==> config.mk <==
export PLATFORM = sky130hd
export DESIGN_NAME = uart_baud_ctrl_flat
export DESIGN_NICKNAME = d
export VERILOG_FILES = /design/src/rtl/uart_baud_ctrl_if.sv /design/src/rtl/uart_baud_ctrl.sv /design/src/flat_wrapper.sv
export SDC_FILE = /design/constraint.sdc
export NUM_CORES = 1
export LEC_CHECK = 0
export BUFFER_PORTS_ARGS = -buffer_cell sky130_fd_sc_hd__buf_4
export CORE_MARGIN = 2
export CORE_UTILIZATION = 57
export CTS_BUF_LIST = sky130_fd_sc_hd__clkbuf_2
export DETAILED_ROUTE_END_ITERATION = 16
export GPL_TIMING_DRIVEN = 0
export HOLD_SLACK_MARGIN = 0.12
export PLACE_DENSITY = 0.83
export SETUP_SLACK_MARGIN = 0.15
export SLEW_MARGIN = 20
export SYNTH_ARGS = -nofsm -noshare
export SYNTH_HDL_FRONTEND = slang
export SYNTH_SLANG_ARGS = --single-unit
==> constraint.sdc <==
create_clock -name clk -period 2.2 [get_ports clk]
set_input_delay 0.11 -clock clk [delete_from_list [all_inputs] [get_ports clk]]
set_output_delay 0.11 -clock clk [all_outputs]
set_load 0.03 [all_outputs]
==> src/rtl/uart_baud_ctrl_if.sv <==
// Control and tick bundle between uart_baud_ctrl (slave) and the UART/config side (master).
interface uart_baud_ctrl_if;
  logic       baud_en;
  logic       cfg_req;
  logic [2:0] cfg_sel;
  logic       line_busy;
  logic       cfg_ack;
  logic       cfg_err;
  logic [2:0] cur_sel;
  logic       os_tick;
  logic       bit_tick;

  modport master (
    output baud_en, cfg_req, cfg_sel, line_busy,
    input  cfg_ack, cfg_err, cur_sel, os_tick, bit_tick
  );

  modport slave (
    input  baud_en, cfg_req, cfg_sel, line_busy,
    output cfg_ack, cfg_err, cur_sel, os_tick, bit_tick
  );
endinterface

==> src/rtl/uart_baud_ctrl.sv <==
// Runtime baud-rate controller: divisor table, 16x/1x tick source and safe rate-change sequencing.
// Optional WAIT_IDLE timeout (aborts with cfg_err) is built only when UART_BAUD_TIMEOUT_EN is defined.
module uart_baud_ctrl #(
  parameter int unsigned CLK_FREQ     = 150_000_000,
  parameter int unsigned OSR          = 16,
  parameter int unsigned DIV_W        = 17,
  parameter int unsigned TIMEOUT_BITS = 64
) (
  input  logic            clk,
  input  logic            rst_n,
  uart_baud_ctrl_if.slave bus
);
  localparam int unsigned PH_W = $clog2(OSR);
  localparam logic [PH_W-1:0] PH_MAX = PH_W'(OSR - 1);

  if (OSR < 4 || OSR > 16 || (OSR & (OSR - 1)) != 0 || TIMEOUT_BITS == 0) begin : g_param_check
    $error("uart_baud_ctrl: unsupported OSR or TIMEOUT_BITS");
  end

  typedef enum logic [2:0] {RUN, WAIT_IDLE, RELOAD, ACK, REL} state_t;

  function automatic logic [DIV_W-1:0] div_of(input logic [2:0] sel);
    longint unsigned baud;
    longint unsigned den;
    case (sel)
      3'd0:    baud = 64'd1200;
      3'd1:    baud = 64'd2400;
      3'd2:    baud = 64'd4800;
      3'd3:    baud = 64'd9600;
      3'd4:    baud = 64'd14400;
      3'd5:    baud = 64'd38400;
      3'd6:    baud = 64'd57600;
      default: baud = 64'd115200;
    endcase
    den = baud * 64'(OSR);
    return DIV_W'((64'(CLK_FREQ) + den / 64'd2) / den - 64'd1);
  endfunction

  localparam logic [DIV_W-1:0] DIV_TBL [8] = '{
    div_of(3'd0), div_of(3'd1), div_of(3'd2), div_of(3'd3),
    div_of(3'd4), div_of(3'd5), div_of(3'd6), div_of(3'd7)
  };

  state_t           state_q;
  logic [2:0]       sel_pend_q;
  logic [2:0]       cur_sel_q;
  logic [DIV_W-1:0] div_q;
  logic [DIV_W-1:0] os_cnt_q;
  logic [PH_W-1:0]  phase_q;
  logic             cfg_ack_q;
  logic             os_tick_q;
  logic             bit_tick_q;
  logic             os_wrap_d;

  assign os_wrap_d = (os_cnt_q == div_q);

`ifdef UART_BAUD_TIMEOUT_EN
  localparam int unsigned TO_W = $clog2(TIMEOUT_BITS + 1);
  logic [TO_W-1:0] tmo_q;
  logic            cfg_err_q;
  assign bus.cfg_err = cfg_err_q;
`else
  assign bus.cfg_err = 1'b0;
`endif

  always_ff @(posedge clk or negedge rst_n) begin
    if (!rst_n) begin
      state_q    <= RUN;
      sel_pend_q <= 3'd3;
      cur_sel_q  <= 3'd3;
      div_q      <= DIV_TBL[3];
      os_cnt_q   <= '0;
      phase_q    <= '0;
      cfg_ack_q  <= 1'b0;
      os_tick_q  <= 1'b0;
      bit_tick_q <= 1'b0;
`ifdef UART_BAUD_TIMEOUT_EN
      tmo_q      <= '0;
      cfg_err_q  <= 1'b0;
`endif
    end else begin
      cfg_ack_q <= 1'b0;
`ifdef UART_BAUD_TIMEOUT_EN
      cfg_err_q <= 1'b0;
`endif
      // RELOAD restarts the tick phase and swallows any tick that falls due on that edge.
      if (state_q == RELOAD) begin
        div_q      <= DIV_TBL[sel_pend_q];
        cur_sel_q  <= sel_pend_q;
        os_cnt_q   <= '0;
        phase_q    <= '0;
        os_tick_q  <= 1'b0;
        bit_tick_q <= 1'b0;
      end else if (!bus.baud_en) begin
        os_cnt_q   <= '0;
        phase_q    <= '0;
        os_tick_q  <= 1'b0;
        bit_tick_q <= 1'b0;
      end else if (os_wrap_d) begin
        os_cnt_q   <= '0;
        os_tick_q  <= 1'b1;
        phase_q    <= (phase_q == PH_MAX) ? '0 : phase_q + 1'b1;
        bit_tick_q <= (phase_q == PH_MAX);
      end else begin
        os_cnt_q   <= os_cnt_q + 1'b1;
        os_tick_q  <= 1'b0;
        bit_tick_q <= 1'b0;
      end

      case (state_q)
        RUN: if (bus.cfg_req) begin
          sel_pend_q <= bus.cfg_sel;
          state_q    <= WAIT_IDLE;
`ifdef UART_BAUD_TIMEOUT_EN
          tmo_q      <= '0;
`endif
        end
        WAIT_IDLE: begin
          if (!bus.line_busy) begin
            state_q <= RELOAD;
          end
`ifdef UART_BAUD_TIMEOUT_EN
          else if (tmo_q == TO_W'(TIMEOUT_BITS)) begin
            state_q   <= ACK;
            cfg_ack_q <= 1'b1;
            cfg_err_q <= 1'b1;
          end else if (bit_tick_q) begin
            tmo_q <= tmo_q + 1'b1;
          end
`endif
        end
        RELOAD: begin
          state_q   <= ACK;
          cfg_ack_q <= 1'b1;
        end
        ACK:     state_q <= REL;
        REL:     if (!bus.cfg_req) state_q <= RUN;
        default: state_q <= RUN;
      endcase
    end
  end

  assign bus.cfg_ack  = cfg_ack_q;
  assign bus.cur_sel  = cur_sel_q;
  assign bus.os_tick  = os_tick_q;
  assign bus.bit_tick = bit_tick_q;
endmodule

==> src/flat_wrapper.sv <==
// flat-port wrapper written by rule: the top's interface ports become plain ports
module uart_baud_ctrl_flat 
#(
  parameter int unsigned CLK_FREQ     = 150_000_000,
  parameter int unsigned OSR          = 16,
  parameter int unsigned DIV_W        = 17,
  parameter int unsigned TIMEOUT_BITS = 64
)
  (clk, rst_n, bus_baud_en, bus_cfg_req, bus_cfg_sel, bus_line_busy, bus_cfg_ack, bus_cfg_err, bus_cur_sel, bus_os_tick, bus_bit_tick);
  uart_baud_ctrl_if bus_i ();
  input  logic clk;
  input  logic rst_n;
  input wire logic [$bits(bus_i.baud_en)-1:0] bus_baud_en;
  input wire logic [$bits(bus_i.cfg_req)-1:0] bus_cfg_req;
  input wire logic [$bits(bus_i.cfg_sel)-1:0] bus_cfg_sel;
  input wire logic [$bits(bus_i.line_busy)-1:0] bus_line_busy;
  output wire logic [$bits(bus_i.cfg_ack)-1:0] bus_cfg_ack;
  output wire logic [$bits(bus_i.cfg_err)-1:0] bus_cfg_err;
  output wire logic [$bits(bus_i.cur_sel)-1:0] bus_cur_sel;
  output wire logic [$bits(bus_i.os_tick)-1:0] bus_os_tick;
  output wire logic [$bits(bus_i.bit_tick)-1:0] bus_bit_tick;
  assign bus_i.baud_en = bus_baud_en;
  assign bus_i.cfg_req = bus_cfg_req;
  assign bus_i.cfg_sel = bus_cfg_sel;
  assign bus_i.line_busy = bus_line_busy;
  assign bus_cfg_ack = bus_i.cfg_ack;
  assign bus_cfg_err = bus_i.cfg_err;
  assign bus_cur_sel = bus_i.cur_sel;
  assign bus_os_tick = bus_i.os_tick;
  assign bus_bit_tick = bus_i.bit_tick;
  uart_baud_ctrl #(.CLK_FREQ(CLK_FREQ), .OSR(OSR), .DIV_W(DIV_W), .TIMEOUT_BITS(TIMEOUT_BITS)) u_core (.clk(clk), .rst_n(rst_n), .bus(bus_i));
endmodule
# After elaboration in Yosys (flattened, before gate mapping)
# Memory sizes are Yosys's and may differ from the RTL's. A register that Yosys moved wholly into a read port is not among the register bits.
# Index checks and enable logic that the tools add are counted.
# op_classes
n_addsub	2
eq_ne	10
n_mux	18
bitwise_logic	1
reduce_logical	4
# op_table
op	count
2-to-1 mux 17 bit	3
adder 17 x 1 -> 17 bit (second input constant)	1
== test 17 bit	1
2-to-1 mux 4 bit	4
one-hot mux 3 bit (5 select lines)	1
2-to-1 mux 3 bit	3
2-to-1 mux 1 bit	7
== test 3 x 2 -> 1 bit (second input constant)	2
inequality test 2 bit (second input constant)	3
adder 4 x 1 -> 4 bit (second input constant)	1
== test 4 bit (second input constant)	1
NOT 3 -> 4 bit	1
== test 3 x 1 -> 1 bit (second input constant)	1
== test 3 bit (second input constant)	1
logical NOT 3 bit	1
inequality test 3 x 1 -> 1 bit (second input constant)	1
AND reduction 3 bit	1
AND reduction 2 bit	1
logical NOT 1 bit	1
# totals
ff_bits	33
rom_bits	136
in_bits	8
elab_cells	44
mem_count	1
# memory_table
memory	depth	width	read_ports	rd_clocked_by_memory_dff	write_ports	line_no	text
(name not given)	8	17	1	1	0	uart_baud_ctrl.sv:88	div_q <= DIV_TBL[sel_pend_q];

# Logic depth before layout (Yosys ltp)
# Gate-level depths: netlist (run 1).
# logic_depth
depth_word	5
ltp_mapped	8
ltp_nobuf	5

# Least setup slack after synthesis (run 1)
# No wires, ideal clock.
# synth_path
path_kind	flip-flop to flip-flop
start	register u_core.div_q[7]
end	register u_core.os_cnt_q[1]
arrival_time_ns	1.671
t_required_ns	2.080
setup_slack_ns	0.410
stages_incl_launch_ff	6
n_path_buf	1
synth_period_minus_slack_ns	1.790
path_cell_list	dfstp_2 > xnor2_1 > nand4_2 > or4_1 > buf_2 > and3_1
# synth_via
elab_chain_len	4
# synth_lines
element	line_no	text
start, declared	uart_baud_ctrl.sv:47	logic [DIV_W-1:0] div_q;
== test 17 bit	uart_baud_ctrl.sv:55	assign os_wrap_d = (os_cnt_q == div_q);
2-to-1 mux 17 bit	uart_baud_ctrl.sv:99	end else if (os_wrap_d) begin
2-to-1 mux 17 bit	uart_baud_ctrl.sv:94	end else if (!bus.baud_en) begin
2-to-1 mux 17 bit	uart_baud_ctrl.sv:87	if (state_q == RELOAD) begin
end signal, assigned	uart_baud_ctrl.sv:105	os_cnt_q <= os_cnt_q + 1'b1;
end, declared	uart_baud_ctrl.sv:48	logic [DIV_W-1:0] os_cnt_q;
# No other way between the ends.
# A chain may end at the register's enable or synchronous reset.

# Worst setup path in the final report (run 1)
# layout_path
start	register u_core.state_q[0]
end	register u_core.os_cnt_q[12]
# layout_via
elab_chain_len	2
# layout_lines
element	line_no	text
start, declared	uart_baud_ctrl.sv:44	state_t state_q;
start signal, assigned	uart_baud_ctrl.sv:68	state_q <= RUN;
start signal, assigned	uart_baud_ctrl.sv:113	state_q <= WAIT_IDLE;
start signal, assigned	uart_baud_ctrl.sv:120	state_q <= RELOAD;
== test 3 x 2 -> 1 bit	uart_baud_ctrl.sv:87	
2-to-1 mux 17 bit	uart_baud_ctrl.sv:87	
# No other way between the ends.

==> run_results.csv, run 1 <==
group,metric,value,unit
run_status,outcome,"finished clean",
timing,fmax,0.508,GHz
clock_network,h-tree-depth,2,
timing,fin_crit_sh,89.5,%
timing,fin_worst_skew,0.0298,ns
grt,grt_pass1_wl,7.09,mm
place,dp_hpwl,3.04,mm
synth,synth.top_cell.area_share,39.6,%
timing,max-slew-margin-rel,43.6,%
floorplan,num_rows,22,
layout,area_growth,14.6,%
place,preCtsSetupSlack,0.279,ns
timing,worst_slew_pin_slew,0.835,ns
synth,synth_area_leaders,"dfrtp_1 (40%), dfstp_2 (9.2%), xnor2_1 (5.4%)",
run,max_cap_violations,0,
drt,vias,1687,
drt,drt-pass1-iter-count,4,
grt,grt_start_max_net_pins,45,
synth,ys_seq_elements,44,
synth,yosysMostFrequentCell,"dfrtp_1",
place,placed_area,0.00243,sq mm
power,switching_share,37.2,%
grt,antenna_found_initial,0,
synth,synth.net_count,238,
timing,setup_viol,0,
power,internal_power,0.00168,W
clock_network,path_clk_slew,0.22,ns
clock_network,clock_latency,0.41,ns
timing,fin_tns_setup,0,ns
power,p_sw,0.000995,W
place,dp.cells,285,
floorplan,die_h,67.2,um
clock_network,cts_made_buffers,5,
layout,fin_cells,304,
power,power.leakage,1.17,nW
setup_path,critPathCaptureType,"flop",
timing,fin_ws,0.231,ns
floorplan,start_util,60.8,%
synth,ys_top_cells_by_count,"dfrtp_1 (36), nand2_1 (32), nor2_1 (19)",
synth,yosys.area.top_type,"dfrtp_1",
synth,netlist_area,0.00228,sq mm
power,p_clk_share,16.6,%
place,io_buffers,13,
setup_path,crit_arrival,2.27,ns
drt,wl_per_cell,14.1,um
floorplan,die_x,67.2,um
layout,final_area,0.00261,sq mm
layout,nFillCells,304,
power,combPwrFrac,37.5,%
power,p_seq_share,45.9,%
drt,viasPerCell,5.55,
synth,synth_edf_count,0,
floorplan,io_pins,15,
power,power.density,1030,mW/mm^2
timing,period_needed,1.97,ns
timing,fin_hold_ws,0.193,ns
setup_path,required,2.50,ns
clock_network,cts_root_buf,"clkbuf_2",
timing,finalHoldViolCount,0,
grt,track_usage,21.5,%
power,ir_drop,0.724,mV
drt,dr.first_iter.drc_count,91,
drt,post-route-drc-count,0,
drt,routed_wl,4.30,mm
synth,syn_area_per_cell,10.2,sq um
clock_network,cts_tree,"done",
drt,drtAntennaViolNets,0,
setup_path,start_kind,"flop",
clock_network,clockBufferDepth,2,
layout,drive_gt1_share,19.9,%
min_path,hold_path.class,"input port to async pin",
synth,netlist_instances,224,
place,routabilityCongestion,0.843,
setup_path,r2r_setup_slack,0.23,ns
synth,ys_warn_count,0,
synth,async_flop_share,100,%
grt,overflow,0,
clock_network,clock-sinks,44,
layout,diodes,0,
timing,slew_violations,0,
grt,grt_pass1_vias,1553,
floorplan,die_area,0.00451,sq mm
timing,rsz0062_at_grt,"false",
synth,synth_cell_type_count,45,
floorplan,core_area,0.00374,sq mm
setup_path,worstSetupPathType,"flop to flop",
synth,ys_seq_area_share,48.8,%
setup_path,path_max_fanout,9,
synth,yosys_most_used_dff,"dfrtp_1",
layout,final_nets,269,
-- worst paths after layout --
path / start / to / depth (start not counted)
max: u_core.state_q[0] / u_core.os_cnt_q[12] / 9
min: rst_n / u_core.phase_q[1] / 2
min in group clk: bus_cfg_sel[0] / u_core.sel_pend_q[0] / 4
max reg2reg: u_core.state_q[0] / u_core.os_cnt_q[12] / 9
max in group asynchronous: rst_n / u_core.div_q[4] / 2
min reg2reg: u_core.div_q[7] / u_core.div_q[7] / 2
-- registers in the layout, indices dropped and copies added (netlist names) --
signal               flops
u_core.phase_q           4
u_core.state_q           3
u_core.bus.bit_tick      1
u_core.bus.cfg_ack       1
u_core.os_cnt_q         17
u_core.div_q            11
u_core.bus.os_tick       1
u_core.sel_pend_q        3
u_core.bus.cur_sel       3
-- critical path, stage by stage (launching register included) --
cell and delay (ns):
dfrtp_1 0.41, buf_2 0.16, or3b_1 0.37, buf_4 0.17, and2_1 0.15, buf_2 0.16
o41ai_4 0.06, buf_4 0.21, buf_6 0.12, nor2_1 0.05
-- timing repair --
action | 4_1_cts | 5_1_grt
hold buffers | 8 | 0
endpoints found under the setup margin | 0 | 8
buffers inserted | 0 | 2
endpoints found under the hold margin | 53 | 0
gates resized for setup | 0 | 7
-- through the flow --
step	utilization, %	total power [W]
floorplan	-	0.00193
global placement	65.0	0.00215
detailed placement	65.0	0.00219
CTS	68.9	0.00266
global route	69.7	0.00288
finish	69.7	0.00268
-- cells by family after synthesis --
| kind of cell | count (synthesis) | synth area share (%) |
|---|---|---|
| and+or+nand+nor | 96 | 22.7 |
| DFF | 44 | 48.8 |
| AOI/OAI and AO/OA | 30 | 8.96 |
| xor gates and xnor gates | 22 | 8.80 |
| buffers and inverters | 18 | 4.18 |
| muxes | 7 | 3.13 |
| adders and majority gates | 6 | 3.30 |
| other | 1 | 0.165 |
-- cells in the final DEF (no fill, tap or decap), types with 8 or more instances in the layout --
| cell | netlist | layout |
|---|---|---|
| dfstp_2 | 8 | 8 |
| nand2_1 | 32 | 32 |
| xnor2_1 | 14 | 14 |
| buf_4 | 2 | 18 |
| dfrtp_1 | 36 | 36 |
| nor2_1 | 19 | 19 |
| o21ai_0 | 12 | 12 |
| dlygate4sd3_1 | 0 | 8 |
-- routing by layer --
layer / global-route usage (%) / vias to the layer above / share of wire (%)
met4: 6.89 / 0 / 1.5
met2: 38.0 / 28 / 51
met1: 25.7 / 811 / 44
met5: 0 / - / 0
li1: - / 841 / -
met3: 5.17 / 7 / 3.3
-- area by class of cell --
type / instances / area [sq um] / share of cell area [%]
plain buffers: 13 / 80.1 / 3.07
clock buffers: 7 / 35.0 / 1.34
clock inverters: 1 / 30.0 / 1.15
inverters: 5 / 18.8 / 0.719
multi-input cells: 162 / 1070 / 41.0
flip-flops and latches: 44 / 1110 / 42.6
well taps: 48 / 60.1 / 2.30
repair buffers: 24 / 204 / 7.82
-- power groups by stage --
stage | sequential (W) | combinational, W | clock, W
2_1_floorplan | 0.00124 | 0.000689 | 0
3_3_place_gp | 0.00124 | 0.000913 | 0
3_5_place_dp | 0.00125 | 0.000944 | 0
4_1_cts | 0.00123 | 0.000975 | 0.000456
5_1_grt | 0.00126 | 0.00113 | 0.000492
6_report | 0.00123 | 0.00100 | 0.000445
Note: power is estimated with default switching activity, not from simulation.
==> run 2, diff against run 1 <==
--- a/config.mk
+++ b/config.mk
@@ -8,10 +8,10 @@
 export BUFFER_PORTS_ARGS = -buffer_cell sky130_fd_sc_hd__buf_4
 export CORE_MARGIN = 2
-export CORE_UTILIZATION = 57
+export CORE_UTILIZATION = 56
 export CTS_BUF_LIST = sky130_fd_sc_hd__clkbuf_2
 export DETAILED_ROUTE_END_ITERATION = 16
 export GPL_TIMING_DRIVEN = 0
 export HOLD_SLACK_MARGIN = 0.12
-export PLACE_DENSITY = 0.83
+export PLACE_DENSITY = 0.85
 export SETUP_SLACK_MARGIN = 0.15
 export SLEW_MARGIN = 20
==> constraint.sdc (replaced) <==
create_clock -name clk -period 1.6 [get_ports clk]
set_input_delay 0.16 -clock clk [delete_from_list [all_inputs] [get_ports clk]]
set_output_delay 0.16 -clock clk [all_outputs]
set_load 0.03 [all_outputs]
==> run_results.csv, run 2 (synthesis results as in run 1) <==
group,metric,value,unit
timing,rsz0062_at_grt,"true",
power,switching_share,42.5,%
setup_path,worstRegToRegCells,5,
power,p_clk_share,10.3,%
power,p_total,0.00479,W
layout,final_area,0.00312,sq mm
min_path,hold_path.class,"input port to async pin",
clock_network,clockBufferDepth,2,
setup_path,crit_chain,"xnor2_1 > nand4_2 > or4_4 > buf_6 > and3_4",
place,io_buffers,13,
grt,grt_util_met3,4.50,%
grt,track_usage,24.1,%
grt,grt_pass1_vias,1619,
setup_path,required,1.98,ns
floorplan,core_area,0.00394,sq mm
setup_path,critPathTopFamily,"simple AND/OR/NAND/NOR gates",
grt,use_met2,40.0,%
setup_path,critPathCaptureType,"flop",
setup_path,cp_slowest_cell,"or4_4",
timing,period_needed,1.95,ns
grt,grt_start_max_net_pins,45,
run,max_cap_violations,0,
drt,routed_wl,6.36,mm
place,dp_hpwl,3.05,mm
power,power.density,1540,mW/mm^2
clock_network,cts_root_buf,"clkbuf_2",
layout,diodes,0,
drt,vias,1967,
layout,final_nets,288,
power,internal_power,0.00275,W
power,p_seq_share,37.4,%
floorplan,die_area,0.00459,sq mm
layout,layout_common_cells,"dfrtp_1 (28), buf_4 (25), nand2_1 (19)",
layout,fin_cells,325,
setup_path,worstSetupPathType,"flop to flop",
place,placed_area,0.00249,sq mm
power,combPwrFrac,52.3,%
layout,area_growth,37.1,%
floorplan,die_h,67.8,um
timing,fin_crit_sh,122,%
layout,top_regs,"u_core.os_cnt_q (17), u_core.div_q (11), u_core.phase_q (4)",
clock_network,cts_made_buffers,5,
run_status,violations,"setup timing",
timing,slew_violations,0,
setup_path,crit_cells,5,
setup_path,start_kind,"flop",
clock_network,path_clk_slew,0.24,ns
floorplan,io_pins,15,
setup_path,critical_path.max_stage_delay,0.59,ns
layout,final_common_cell,"dfrtp_1",
drt,dr.first_iter.drc_count,169,
setup_path,crit_arrival,2.33,ns
timing,worst_slew_pin_slew,0.640,ns
clock_network,clock-sinks,44,
timing,fin_ws,-0.350,ns
drt,viasPerCell,6.05,
grt,grt.busiest_layer,"met2",
timing,fmax,0.513,GHz
floorplan,num_rows,23,
timing,setup_viol,34,
drt,post-route-drc-count,0,
setup_path,path_max_fanout,5,
layout,drive_gt1_share,47.6,%
timing,max-slew-margin-rel,57.3,%
drt,drtAntennaViolNets,0,
place,dp.cells,287,
timing,fin_worst_skew,0.0185,ns
place,preCtsSetupSlack,-0.380,ns
clock_network,cts_tree,"done",
layout,top_register,"u_core.os_cnt_q",
clock_network,clock_latency,0.47,ns
grt,antenna_found_initial,0,
clock_network,h-tree-depth,2,
layout,largest_reg_flops,17,
floorplan,start_util,57.7,%
power,ir_drop,1.29,mV
power,p_sw,0.00204,W
place,routabilityCongestion,0.798,
drt,wl_per_cell,19.6,um
grt,overflow,0,
layout,nFillCells,211,
grt,grt_pass1_wl,7.96,mm
setup_path,critPathBufInv,1,
floorplan,die_x,67.8,um
timing,finalHoldViolCount,0,
power,power.leakage,1.35,nW
run_status,outcome,"complete, but fails checks",
grt,met1_usage,30.4,%
drt,drt-pass1-iter-count,4,
[run 2: final cells by class]
| cell class | count | area (sq um) | area share [%] |
|---|---|---|---|
| Buffer | 13 | 164 | 5.25 |
| Sequential cell | 44 | 1120 | 35.9 |
| Tap cell | 50 | 62.6 | 2.01 |
| Clock inverter | 3 | 13.8 | 0.441 |
| Inverter | 5 | 22.5 | 0.722 |
| Clock buffer | 5 | 25.0 | 0.802 |
| Multi-Input combinational cell | 162 | 1320 | 42.2 |
| Timing Repair Buffer | 43 | 393 | 12.6 |
[run 2: power groups by stage]
stage                     sequential [W]  combinational (W)  clock [W]
after floorplan                  0.00172            0.00101          0
after detailed placement         0.00172            0.00137          0
after global routing             0.00181            0.00266   0.000521
final                            0.00179            0.00251   0.000493
after CTS                        0.00173            0.00184   0.000467
after global placement           0.00171            0.00132          0
[run 2: path summary, 6_finish.rpt]
path                                       start                     to  slack, ns
min in group clk                  bus_cfg_sel[2]   u_core.sel_pend_q[2]       0.46
hold / removal                             rst_n     u_core.bus.cfg_ack       0.19
setup reg to reg              u_core.os_cnt_q[8]     u_core.os_cnt_q[1]      -0.35
hold reg to reg            u_core.bus.cur_sel[1]  u_core.bus.cur_sel[1]       0.50
max in group asynchronous                  rst_n     u_core.os_cnt_q[0]       1.00
setup / recovery              u_core.os_cnt_q[8]     u_core.os_cnt_q[1]      -0.35
[run 2: through the flow]
step / hold WS, ns / utilization, % / TNS, ns
after detailed placement: 0.189 / 63.1 / -6.91
after global placement: 0.182 / 63.1 / -5.34
final: 0.190 / 79.1 / -7.50
after CTS: 0.238 / 71.8 / -6.14
after global routing: 0.255 / 79.1 / -8.86
after floorplan: -0.136 / - / -1.16
[run 2: layer usage]
| metal | share of wire, % | up-vias |
|---|---|---|
| li1 | - | 875 |
| met1 | 37 | 973 |
| met2 | 54 | 87 |
| met3 | 5.5 | 32 |
| met4 | 3.9 | 0 |
| met5 | 0 | - |
[run 2: what timing repair did]
action	4_1_cts	5_1_grt
pin swaps	7	18
setup endpoints to repair	39	39
cloned	1	2
resized for setup	44	53
hold buffers	7	0
buffers inserted	8	12
endpoints found under the hold margin	53	0
==> run 3, diff against run 2 <==
MAX_ROUTING_LAYER = met4   (was default)
==> run_results.csv, run 3 (synthesis results as in run 1) <==
group,metric,value,unit
place,io_buffers,13,
grt,grt_pass1_vias,1638,
grt,grt_start_max_net_pins,45,
timing,max-slew-margin-rel,58.5,%
power,power.density,1540,mW/mm^2
drt,drt-pass1-iter-count,4,
setup_path,critPathCaptureType,"flop",
place,dp_hpwl,3.05,mm
clock_network,clock_latency,0.45,ns
setup_path,r2r_setup_slack,-0.36,ns
timing,fin_worst_skew,0.0136,ns
place,placed_area,0.00249,sq mm
setup_path,r2r-start,"u_core.os_cnt_q[15]",
grt,overflow,0,
drt,dr.first_iter.drc_count,166,
layout,largest_reg_flops,17,
floorplan,io_pins,15,
run_status,outcome,"complete, but fails checks",
layout,drive_gt1_share,47.8,%
setup_path,worstSetupPathType,"flop to flop",
setup_path,timing.rr.end,"u_core.os_cnt_q[4]",
drt,viasPerCell,6.09,
timing,fin_ws,-0.365,ns
run,max_cap_violations,0,
power,ir_drop,1.36,mV
drt,drtAntennaViolNets,0,
clock_network,cts_tree,"done",
clock_network,path_clk_slew,0.21,ns
floorplan,start_util,57.7,%
setup_path,path_max_fanout,5,
drt,vias,1974,
layout,final_common_cell,"dfrtp_1",
setup_path,start_kind,"flop",
setup_path,required,1.96,ns
power,p_total,0.00479,W
layout,final_core_util,79.0,%
layout,top_regs,"u_core.os_cnt_q (17), u_core.div_q (11), u_core.phase_q (4)",
layout,layout_common_cells,"dfrtp_1 (28), buf_4 (24), nand2_1 (19)",
floorplan,core_area,0.00394,sq mm
clock_network,h-tree-depth,2,
grt,track_usage,24.7,%
layout,final_nets,287,
place,routabilityCongestion,0.810,
layout,area_growth,36.8,%
timing,setup_viol,35,
timing,fmax,0.509,GHz
clock_network,cts_root_buf,"clkbuf_2",
floorplan,num_rows,23,
grt,grt_pass1_wl,7.96,mm
min_path,hold_path.class,"input port to async pin",
setup_path,worstRegToRegCells,7,
clock_network,cts_made_buffers,5,
drt,wl_per_cell,19.8,um
timing,finalHoldViolCount,0,
clock_network,clockBufferDepth,2,
timing,rsz0062_at_grt,"true",
timing,slew_violations,0,
grt,antenna_found_initial,0,
setup_path,crit_arrival,2.32,ns
layout,final_area,0.00311,sq mm
layout,top_register,"u_core.os_cnt_q",
timing,period_needed,1.96,ns
clock_network,clock-sinks,44,
floorplan,die_area,0.00459,sq mm
drt,routed_wl,6.43,mm
layout,diodes,0,
timing,fin_crit_sh,123,%
run_status,violations,"setup timing",
place,preCtsSetupSlack,-0.380,ns
drt,post-route-drc-count,0,
floorplan,die_x,67.8,um
floorplan,die_h,67.8,um
power,power.leakage,1.34,nW
timing,worst_slew_pin_slew,0.623,ns
[run 3: changes by cell type in the layout (fill, tap and decap cells not counted), sizes merged]
cell and delta:
buf -1
[run 3: worst max path at each step]
stage	start	to	slack [ns]	depth (start not counted)
finish	u_core.os_cnt_q[15]	u_core.os_cnt_q[4]	-0.36	7
global route	u_core.os_cnt_q[15]	u_core.os_cnt_q[13]	-0.41	7
CTS	u_core.os_cnt_q[14]	u_core.os_cnt_q[1]	-0.32	5
detailed placement	u_core.os_cnt_q[15]	u_core.os_cnt_q[1]	-0.38	5
global placement	u_core.os_cnt_q[15]	u_core.os_cnt_q[1]	-0.32	5
floorplan	u_core.div_q[7]	u_core.os_cnt_q[1]	-0.19	5
[run 3: metal layers]
metal  vias up  track usage (%)  wire length [um]  share of wire (%)
li1        876                -                 -                  -
met1      1004             29.9              2340                 36
met2        67             40.1              3570                 56
met3        27             4.50               246                3.8
met4         0             11.0               272                4.2
met5         -                -                 0                  0
[run 3: layout make-up]
cell class                      count  area (sq um)
Buffer                             13           164
Clock inverter                      3          13.8
Timing Repair Buffer               42           385
Inverter                            5          22.5
Sequential cell                    44          1120
Multi-Input combinational cell    162          1320
Tap cell                           50          62.6
Fill cell                         219           828
Clock buffer                        5          25.0
[run 3: critical path: stages (launching register included)]
cell and delay, ns:
dfrtp_2 0.48, nor4_4 0.38, nand4_4 0.17, buf_6 0.17
o41ai_4 0.33, buf_6 0.18, buf_8 0.13, nor2_2 0.04
[run 3: power by group]
part	internal, W	switching [W]
Clock	0.0000976	0.000371
Combinational	0.00121	0.00131
Sequential	0.00145	0.000354
Total	0.00275	0.00204
[run 3: metrics by stage]
stage                     cells  setup TNS, ns  hold slack [ns]
after global placement      287          -5.34            0.182
after detailed placement    287          -6.91            0.189
after floorplan             224          -1.16           -0.136
after global routing        324          -9.42            0.275
final                       324          -8.07            0.205
after CTS                   311          -6.14            0.238
[run 3: repair_timing]
| item | CTS | global route |
|---|---|---|
| hold buffers | 7 | 0 |
| endpoints found under the hold margin | 53 | 0 |
| setup buffers | 8 | 11 |
| gates resized for setup | 44 | 54 |
| endpoints found under the setup margin | 39 | 39 |
| pin swaps | 7 | 19 |
| cloned | 1 | 2 |
